`config.mk`:
```
export PLATFORM = sky130hd
export DESIGN_NAME = uart_rx_core
export DESIGN_NICKNAME = d
export VERILOG_FILES = /design/src/rtl/uart_pkg.sv /design/src/rtl/uart_rx_sampler.sv /design/src/rtl/uart_rx_core.sv
export SDC_FILE = /design/constraint.sdc
export NUM_CORES = 1
export LEC_CHECK = 0
export BUFFER_PORTS_ARGS = -buffer_cell sky130_fd_sc_hd__buf_4
export CORE_UTILIZATION = 31
export DETAILED_ROUTE_END_ITERATION = 10
export GPL_TIMING_DRIVEN = 0
export MAX_ROUTING_LAYER = met4
export SLEW_MARGIN = 15
export SYNTH_ARGS = -nofsm -noshare
export SYNTH_HDL_FRONTEND = slang
export SYNTH_SLANG_ARGS = --single-unit
```
`constraint.sdc`:
```
create_clock -name clk -period 4.82 [get_ports clk]
set_input_delay 0.723 -clock clk [delete_from_list [all_inputs] [get_ports clk]]
set_output_delay 0.723 -clock clk [all_outputs]
set_load 0.03 [all_outputs]
```
`src/rtl/uart_pkg.sv`:
```
// Shared definitions for the UART receive path: parity modes, receiver FSM
// encoding, common bit-period constants and the 3-sample vote.
package uart_pkg;

    localparam int PAR_NONE = 0;
    localparam int PAR_ODD  = 1;
    localparam int PAR_EVEN = 2;

    localparam int CLKS_115200_100MHZ = 868;
    localparam int CLKS_9600_100MHZ   = 10417;

    typedef enum logic [2:0] {
        S_IDLE      = 3'd0,
        S_START     = 3'd1,
        S_DATA      = 3'd2,
        S_PARITY    = 3'd3,
        S_STOP      = 3'd4,
        S_WAIT_IDLE = 3'd5
    } rx_state_t;

    function automatic logic majority3(input logic a, input logic b, input logic c);
        return (a & b) | (a & c) | (b & c);
    endfunction

endpackage

```
`src/rtl/uart_rx_sampler.sv`:
```
// Line front end: 2-FF synchroniser, per-bit phase counter and a mid-bit
// majority vote over three consecutive samples of the synchronised line.
module uart_rx_sampler
    import uart_pkg::*;
#(
    parameter int CLKS_PER_BIT = 868
) (
    input  logic clk,
    input  logic rst_n,
    input  logic serial,
    input  logic run,
    output logic rx_s,
    output logic strobe,
    output logic sample,
    output logic bit_end
);

    localparam int PW = $clog2(CLKS_PER_BIT);
    localparam int H  = CLKS_PER_BIT / 2;
    localparam logic [PW-1:0] PH_EARLY = PW'(H - 1);
    localparam logic [PW-1:0] PH_MID   = PW'(H);
    localparam logic [PW-1:0] PH_LATE  = PW'(H + 1);
    localparam logic [PW-1:0] PH_LAST  = PW'(CLKS_PER_BIT - 1);

    logic          sync1;
    logic [PW-1:0] phase;
    logic          tap_early;
    logic          tap_mid;

    always_ff @(posedge clk or negedge rst_n) begin
        if (!rst_n) begin
            sync1 <= 1'b1;
            rx_s  <= 1'b1;
        end else begin
            sync1 <= serial;
            rx_s  <= sync1;
        end
    end

    // Dropping run parks the counter at 0 so the next frame starts a fresh bit.
    always_ff @(posedge clk or negedge rst_n) begin
        if (!rst_n) begin
            phase <= '0;
        end else if (!run || phase == PH_LAST) begin
            phase <= '0;
        end else begin
            phase <= phase + PW'(1);
        end
    end

    always_ff @(posedge clk or negedge rst_n) begin
        if (!rst_n) begin
            tap_early <= 1'b1;
            tap_mid   <= 1'b1;
        end else begin
            if (phase == PH_EARLY) tap_early <= rx_s;
            if (phase == PH_MID)   tap_mid   <= rx_s;
        end
    end

    assign strobe  = (phase == PH_LATE);
    assign sample  = majority3(tap_early, tap_mid, rx_s);
    assign bit_end = (phase == PH_LAST);

endmodule

```
`src/rtl/uart_rx_core.sv`:
```
// UART receiver: frame FSM, shift register and a held valid/ready output word
// with parity, framing, break and overrun status.
module uart_rx_core
    import uart_pkg::*;
#(
    parameter int CLKS_PER_BIT = 868,
    parameter int DATA_BITS    = 8,
    parameter int PARITY       = 0,
    parameter int STOP_BITS    = 1,
    parameter int MSB_FIRST    = 0
) (
    input  logic                 clk,
    input  logic                 rst_n,
    input  logic                 RsRx,
    output logic [DATA_BITS-1:0] data,
    output logic                 valid,
    input  logic                 ready,
    output logic                 parity_err,
    output logic                 frame_err,
    output logic                 break_det,
    output logic                 overrun,
    output logic                 busy
);

    localparam int CW = $clog2(DATA_BITS + 1);
    localparam logic [CW-1:0] DATA_DONE = CW'(DATA_BITS);
    localparam logic [CW-1:0] STOP_LAST = CW'(STOP_BITS - 1);

    rx_state_t            state, state_next;
    logic [CW-1:0]        bit_cnt, bit_cnt_next;
    logic [DATA_BITS-1:0] shreg, shreg_next;
    logic                 par_err_q, par_err_next;
    logic                 par_bit_q, par_bit_next;
    logic                 stop_bad_q, stop_bad_next;
    logic                 run;
    logic                 deliver;
    logic                 frame_bad;
    logic                 rx_s, strobe, sample, bit_end;
    logic                 par_expected;
    logic                 accept;

    uart_rx_sampler #(
        .CLKS_PER_BIT(CLKS_PER_BIT)
    ) u_sampler (
        .clk    (clk),
        .rst_n  (rst_n),
        .serial (RsRx),
        .run    (run),
        .rx_s   (rx_s),
        .strobe (strobe),
        .sample (sample),
        .bit_end(bit_end)
    );

    assign par_expected = (PARITY == PAR_ODD) ? ~(^shreg) : (^shreg);
    assign frame_bad    = stop_bad_q | ~sample;
    assign accept       = valid & ready;
    assign busy         = (state != S_IDLE);

    always_ff @(posedge clk or negedge rst_n) begin
        if (!rst_n) begin
            state      <= S_IDLE;
            bit_cnt    <= '0;
            shreg      <= '0;
            par_err_q  <= 1'b0;
            par_bit_q  <= 1'b0;
            stop_bad_q <= 1'b0;
        end else begin
            state      <= state_next;
            bit_cnt    <= bit_cnt_next;
            shreg      <= shreg_next;
            par_err_q  <= par_err_next;
            par_bit_q  <= par_bit_next;
            stop_bad_q <= stop_bad_next;
        end
    end

    always_comb begin
        state_next    = state;
        bit_cnt_next  = bit_cnt;
        shreg_next    = shreg;
        par_err_next  = par_err_q;
        par_bit_next  = par_bit_q;
        stop_bad_next = stop_bad_q;
        run           = 1'b1;
        deliver       = 1'b0;
        case (state)
            S_IDLE: begin
                run = ~rx_s;
                if (!rx_s) begin
                    state_next    = S_START;
                    bit_cnt_next  = '0;
                    par_err_next  = 1'b0;
                    par_bit_next  = 1'b0;
                    stop_bad_next = 1'b0;
                end
            end
            S_START: begin
                if (strobe && sample) begin
                    state_next = S_IDLE;
                    run        = 1'b0;
                end else if (bit_end) begin
                    state_next = S_DATA;
                end
            end
            S_DATA: begin
                if (strobe) begin
                    if (MSB_FIRST != 0) shreg_next = {shreg[DATA_BITS-2:0], sample};
                    else                shreg_next = {sample, shreg[DATA_BITS-1:1]};
                    bit_cnt_next = bit_cnt + CW'(1);
                end
                if (bit_end && bit_cnt == DATA_DONE) begin
                    bit_cnt_next = '0;
                    if (PARITY != PAR_NONE) state_next = S_PARITY;
                    else                    state_next = S_STOP;
                end
            end
            S_PARITY: begin
                if (strobe) begin
                    par_bit_next = sample;
                    par_err_next = (sample != par_expected);
                end
                if (bit_end) state_next = S_STOP;
            end
            S_STOP: begin
                // Delivery happens at the last stop decision, not the end of the bit,
                // so a start bit following immediately is still caught from IDLE.
                if (strobe) begin
                    stop_bad_next = frame_bad;
                    if (bit_cnt == STOP_LAST) begin
                        deliver      = 1'b1;
                        run          = 1'b0;
                        bit_cnt_next = '0;
                        state_next   = frame_bad ? S_WAIT_IDLE : S_IDLE;
                    end else begin
                        bit_cnt_next = bit_cnt + CW'(1);
                    end
                end
            end
            S_WAIT_IDLE: begin
                run = 1'b0;
                if (rx_s) state_next = S_IDLE;
            end
            default: begin
                run        = 1'b0;
                state_next = S_IDLE;
            end
        endcase
    end

    // A new word only replaces the held one if the consumer has taken it this cycle.
    always_ff @(posedge clk or negedge rst_n) begin
        if (!rst_n) begin
            data       <= '0;
            valid      <= 1'b0;
            parity_err <= 1'b0;
            frame_err  <= 1'b0;
            break_det  <= 1'b0;
            overrun    <= 1'b0;
        end else if (deliver) begin
            if (!valid || accept) begin
                data       <= shreg;
                valid      <= 1'b1;
                parity_err <= par_err_q;
                frame_err  <= frame_bad;
                break_det  <= frame_bad & (shreg == '0) & ~par_bit_q;
                overrun    <= 1'b0;
            end else begin
                overrun <= 1'b1;
            end
        end else if (accept) begin
            valid      <= 1'b0;
            parity_err <= 1'b0;
            frame_err  <= 1'b0;
            break_det  <= 1'b0;
            overrun    <= 1'b0;
        end
    end

endmodule

```
# == Word level (Yosys, flattened, before mapping) ==
# Cells that the tools add are included.
# Widths: inputs -> output; s select.
# op_classes
n_eq_ne,21
n_mux,42
reduce_logical,23
n_bitwise,12
add_sub_neg,2
# ops
cell,n
$eq 10x9->1 const B,3
$mux 3,9
$mux 1,21
$mux 4,5
$pmux 3 s6,1
$ne 2x2->1 const B,6
$pmux 4 s3,1
$add 10x1->10 const B,1
$eq 10x10->1 const B,1
$mux 10,1
$logic_not 8->1,1
$reduce_xor 8->1,1
$reduce_and 7->1,1
$and 1x1->1,6
$eq 3x2->1 const B,2
$eq 3x3->1 const B,2
$ne 3x3->1 const B,2
$pmux 1 s2,3
$reduce_and 2->1,3
$reduce_and 3->1,2
$reduce_bool 2->1,3
$reduce_bool 3->1,2
$add 4x1->4 const B,1
$eq 4x4->1 const B,1
13 further kinds,21
# totals
output_inout_bits,14
elab_cells,117
register_bits,45

# == Depth between registers and ports, before layout ==
# depth
ltp_word,9
mapped_depth,9

# == Modules after synthesis ==
# Synthesis repeated with hierarchy kept, for this count alone.
# hier_totals
cells_unflattened,231
hier_area_um2,2396.0
# modules_own_cells
mod,area_each_um2,n_inst,cells_each
uart_rx_core,1677.9,1,166
uart_rx_sampler,718.2,1,65

# == Least setup slack after synthesis ==
# No wires, ideal clock.
# synth_path
path_kind,register -> register
start,register u_sampler.phase[0]
end,register state[2]
arrival_time_ns,1.978
path_slack_ns,2.717
path_stages_with_launch,7
path_cell_list,dfrtp_1 > ha_1 > nand4bb_1 > or4_4 > o311ai_4 > o211ai_2 > mux2_4
# synth_via
elab_chain_cells,4
# synth_lines
item,line_no,text
from (decl),uart_rx_sampler.sv:26,logic [PW-1:0] phase;
from (signal assigned),uart_rx_sampler.sv:47,phase <= phase + PW'(1);
$eq 10x9->1 or $eq 10x10->1 (tied branches),"uart_rx_sampler.sv:61, uart_rx_sampler.sv:63",
$logic_and 1x1->1 (on tied branches),"uart_rx_core.sv:99, uart_rx_core.sv:112",
$ne 3x3->1 (no line) (tied with other cells),-,
$reduce_and 7->1 (no line) or $pmux 3 s6 (tied branches),-,
to (signal assigned),uart_rx_core.sv:69,state <= state_next;
to (decl),uart_rx_core.sv:29,"rx_state_t state, state_next;"
# Several ways; a longest one is shown, not always the timed one.
# A chain may end at the register's enable or synchronous reset.

# == Worst setup path in the final report ==
# layout_path
start,register bit_cnt[0]
end,register u_sampler.phase[6]
# layout_via
elab_chain_cells,7
# layout_lines
item,line_no,text
from (decl),uart_rx_core.sv:30,"logic [CW-1:0] bit_cnt, bit_cnt_next;"
from (signal assigned),uart_rx_core.sv:70,bit_cnt <= bit_cnt_next;
$logic_not 4->1,uart_rx_core.sv:130,if (bit_cnt == STOP_LAST) begin
$mux 1,uart_rx_core.sv:130,
$mux 1,uart_rx_core.sv:128,if (strobe) begin
$pmux 1 s4,uart_rx_core.sv:87,case (state)
$logic_not 1->1,uart_rx_sampler.sv:44,end else if (!run || phase == PH_LAST) begin
$logic_or 1x1->1,uart_rx_sampler.sv:44,
$mux 10,uart_rx_sampler.sv:44,
# Every way passes these cells.

==> impl_metrics.py <==
metrics = {
    "outcome": {
        "status": "complete, no violations",
    },
    "sta": {
        "skew_ns": 0.00437,
        "fmax_mhz": 395,
        "rsz0062_at_grt": "no",
        "setup_ws_ns": 2.29,
        "slew_violations": 0,
        "tightest_slew_ns": 1.06,
        "hold_viol": 0,
        "max_slew_margin_pct": 28.9,
        "post-route-min-period_ns": 2.53,
        "fin_tns_setup_ns": 0,
        "setup_violations": 0,
        "finalCritPeriodShare_pct": 52.6,
    },
    "synth": {
        "synth_seq_cells": 45,
        "synth_fp_nets": 249,
        "ys_async_sr_fraction_pct": 100,
        "avgSynthCellArea_um2": 9.83,
        "synthAdderAreaFrac_pct": 5.28,
        "synth_top_family_by_area": "simple AND/OR/NAND/NOR gates",
        "yosysUniqueCellTypes": 53,
        "syn-instance-count": 236,
        "synth-simple-area-share_pct": 18.3,
        "ys.flop_type": "dfrtp_1",
        "yosysTopAreaCellShare_pct": 44.2,
        "synthTopCellsByArea": "dfrtp_1, o21ai_0, ha_1, dfstp_2, nand2_1",
        "yosys_warnings": 0,
        "netlist_area_mm2": 0.00232,
        "synth_mux_area_share_pct": 3.88,
        "synth_compound_area_share_pct": 15.1,
        "synth_top_area_cell": "dfrtp_1",
        "ys_seq_area_share_pct": 48.7,
        "synth_xor_area_share_pct": 4.53,
        "synth-edff-count": 0,
    },
    "placed_design": {
        "gp_congestion": 0.813,
        "dp_slack_ns": 2.30,
        "io_buffers": 17,
        "dp_hpwl_um": 3210,
        "dpl_cell_area_mm2": 0.00257,
    },
    "drt": {
        "vias": 1719,
        "drtAntennaViolNets": 0,
        "route.detailed.drc": 0,
        "dr.pass1.iters": 4,
        "wl_per_cell_um": 12.3,
        "drt_iter0_markers": 71,
        "wl_um": 4430,
        "via_per_inst": 4.78,
    },
    "hold_path": {
        "worstHoldPathType": "register to register",
    },
    "die": {
        "fp-row-count": 31,
        "core_area_mm2": 0.00725,
        "dieArea_mm2": 0.00784,
        "start_util_pct": 32.0,
        "pin_count": 18,
        "die_height_um": 88.5,
        "die_w_um": 88.5,
    },
    "cells_and_area": {
        "layout_commonest_cell": "dfrtp_1",
        "final_design_area_no_fill_mm2": 0.00266,
        "fin_nets": 273,
        "drive_above_1_share_pct": 16.1,
        "syn_to_final_growth_pct": 14.4,
        "diodes": 0,
        "final_cell_mix": "dfrtp_1, nand2_1, o21ai_0, nor2_1, buf_4",
        "final_util_pct": 36.6,
        "fillCellCount": 755,
    },
    "power_and_ir_drop": {
        "p_per_area_mw_per_mm2": 250,
        "seq_power_share_pct": 58.9,
        "power_switching_uw": 162,
        "design_power_total_uw": 664,
        "vdd_drop_max_uv": 94.1,
        "power_leakage_uw": 0.00114,
        "internal_power_uw": 502,
        "clkPwrFrac_pct": 34.8,
        "p_comb_share_pct": 6.2,
        "switching_share_pct": 24.4,
    },
    "worst_setup_path": {
        "start_kind": "register",
        "crit_slowest_cell": "a311oi_1",
        "crit_chain": "inv_1, ha_1, nor3b_1, a221oi_1, a311oi_1, nor2_1",
        "end_kind": "register",
        "cp.arrival_ns": 2.68,
        "path_class": "register to register",
        "cpPeakStageDelay_ns": 0.84,
        "path_buf_inv": 1,
        "cp_max_fo": 8,
        "crit_family": "compound AO/OA/AOI/OAI gates",
        "required_ns": 4.97,
    },
    "global_route": {
        "grtUsageTotal_pct": 13.2,
        "antenna_found_initial": 0,
        "grt_first_pass_wirelength_um": 7800,
        "grt-ovfl-total": 0,
        "grt_start_max_net_pins": 46,
        "grt_pass1_vias": 1682,
    },
    "clocking": {
        "cts_buffer_depth": 2,
        "post_cts_buffers": 0,
        "h-tree-depth": 2,
        "cts_tree": "built",
        "path_clk_slew_ns": 0.08,
        "ctsResizeCount": 0,
        "root_buffer": "clkbuf_8",
        "cts_made_buffers": 5,
        "ctsHoldBuffers": 0,
        "clk_latency_ns": 0.30,
        "clock-sinks": 45,
    },
    "job": {
        "cap_violations": 0,
    },
}
[power groups by stage]
stage	Sequential (µW)	Combinational [µW]	Clock [µW]
2_1_floorplan	411	6.07	0
3_3_place_gp	398	42.3	0
3_5_place_dp	399	42.3	0
4_1_cts	392	42.4	238
5_1_grt	393	46.0	253
6_report	391	41.4	231
[layout make-up]
type / instances / area, µm² / area share [%]
repair buffers: 17 / 128 / 4.80
flip-flops and latches: 45 / 1130 / 42.6
inverters: 16 / 60.1 / 2.26
well taps: 99 / 124 / 4.66
plain buffers: 7 / 35.0 / 1.32
multi-input cells: 168 / 1090 / 41.2
clock inverters: 1 / 7.51 / 0.283
clock buffers: 7 / 76.3 / 2.87
[metrics by stage]
| stage | std cells | hold WS (ns) |
|---|---|---|
| floorplan | 236 | 0.345 |
| global placement | 352 | 0.345 |
| detailed placement | 352 | 0.351 |
| CTS | 360 | 0.363 |
| global route | 360 | 0.373 |
| finish | 360 | 0.362 |
[cells by family after synthesis]
logic type      count (synthesis)
flops                          45
simple gates                   85
xor+xnor                       12
mux                             8
compound gates                 53
fa+ha+maj                      10
buf+inv                        23
[metal layers]
layer | track usage [%] | part of all wire, % | vias up
met5 | - | 0 | -
met4 | 5.87 | 1.9 | 0
met3 | 2.61 | 2.6 | 8
met2 | 20.1 | 45 | 24
met1 | 17.1 | 51 | 815
li1 | - | - | 872
[final timing paths]
check	cells past startpoint	from	end	slack [ns]
min	0	u_sampler.sync1	u_sampler.rx_s	0.36
max reg2reg	6	bit_cnt[0]	u_sampler.phase[6]	2.29
min reg2reg	0	u_sampler.sync1	u_sampler.rx_s	0.36
max in group asynchronous	1	rst_n	data[3]	4.02
min in group asynchronous	1	rst_n	shreg[0]	0.40
max	6	bit_cnt[0]	u_sampler.phase[6]	2.29
[sequential cells by signal (all words and copies together), names as in the netlist, 3 cells and up]
signal	flops
bit_cnt	4
u_sampler.phase	10
data	8
shreg	8
state	3
[cell usage after synthesis, drive strengths merged, types with 2 or more instances]
| library cell | count |
|---|---|
| dfrtp | 41 |
| nand2 | 27 |
| o21ai | 25 |
| nor2 | 21 |
| inv | 16 |
| a21oi | 9 |
| ha | 9 |
| xnor2 | 9 |
| nor3 | 7 |
| clkbuf | 6 |
| nand3 | 6 |
| mux2 | 5 |
| dfstp | 4 |
| and3 | 3 |
| mux2i | 3 |
| nor2b | 3 |
| or3 | 3 |
| xor2 | 3 |
| a22o | 2 |
| a22oi | 2 |
| a32oi | 2 |
| nand2b | 2 |
| nor3b | 2 |
| o21a | 2 |
| or2 | 2 |
Note: power is estimated with default switching activity, not from simulation.
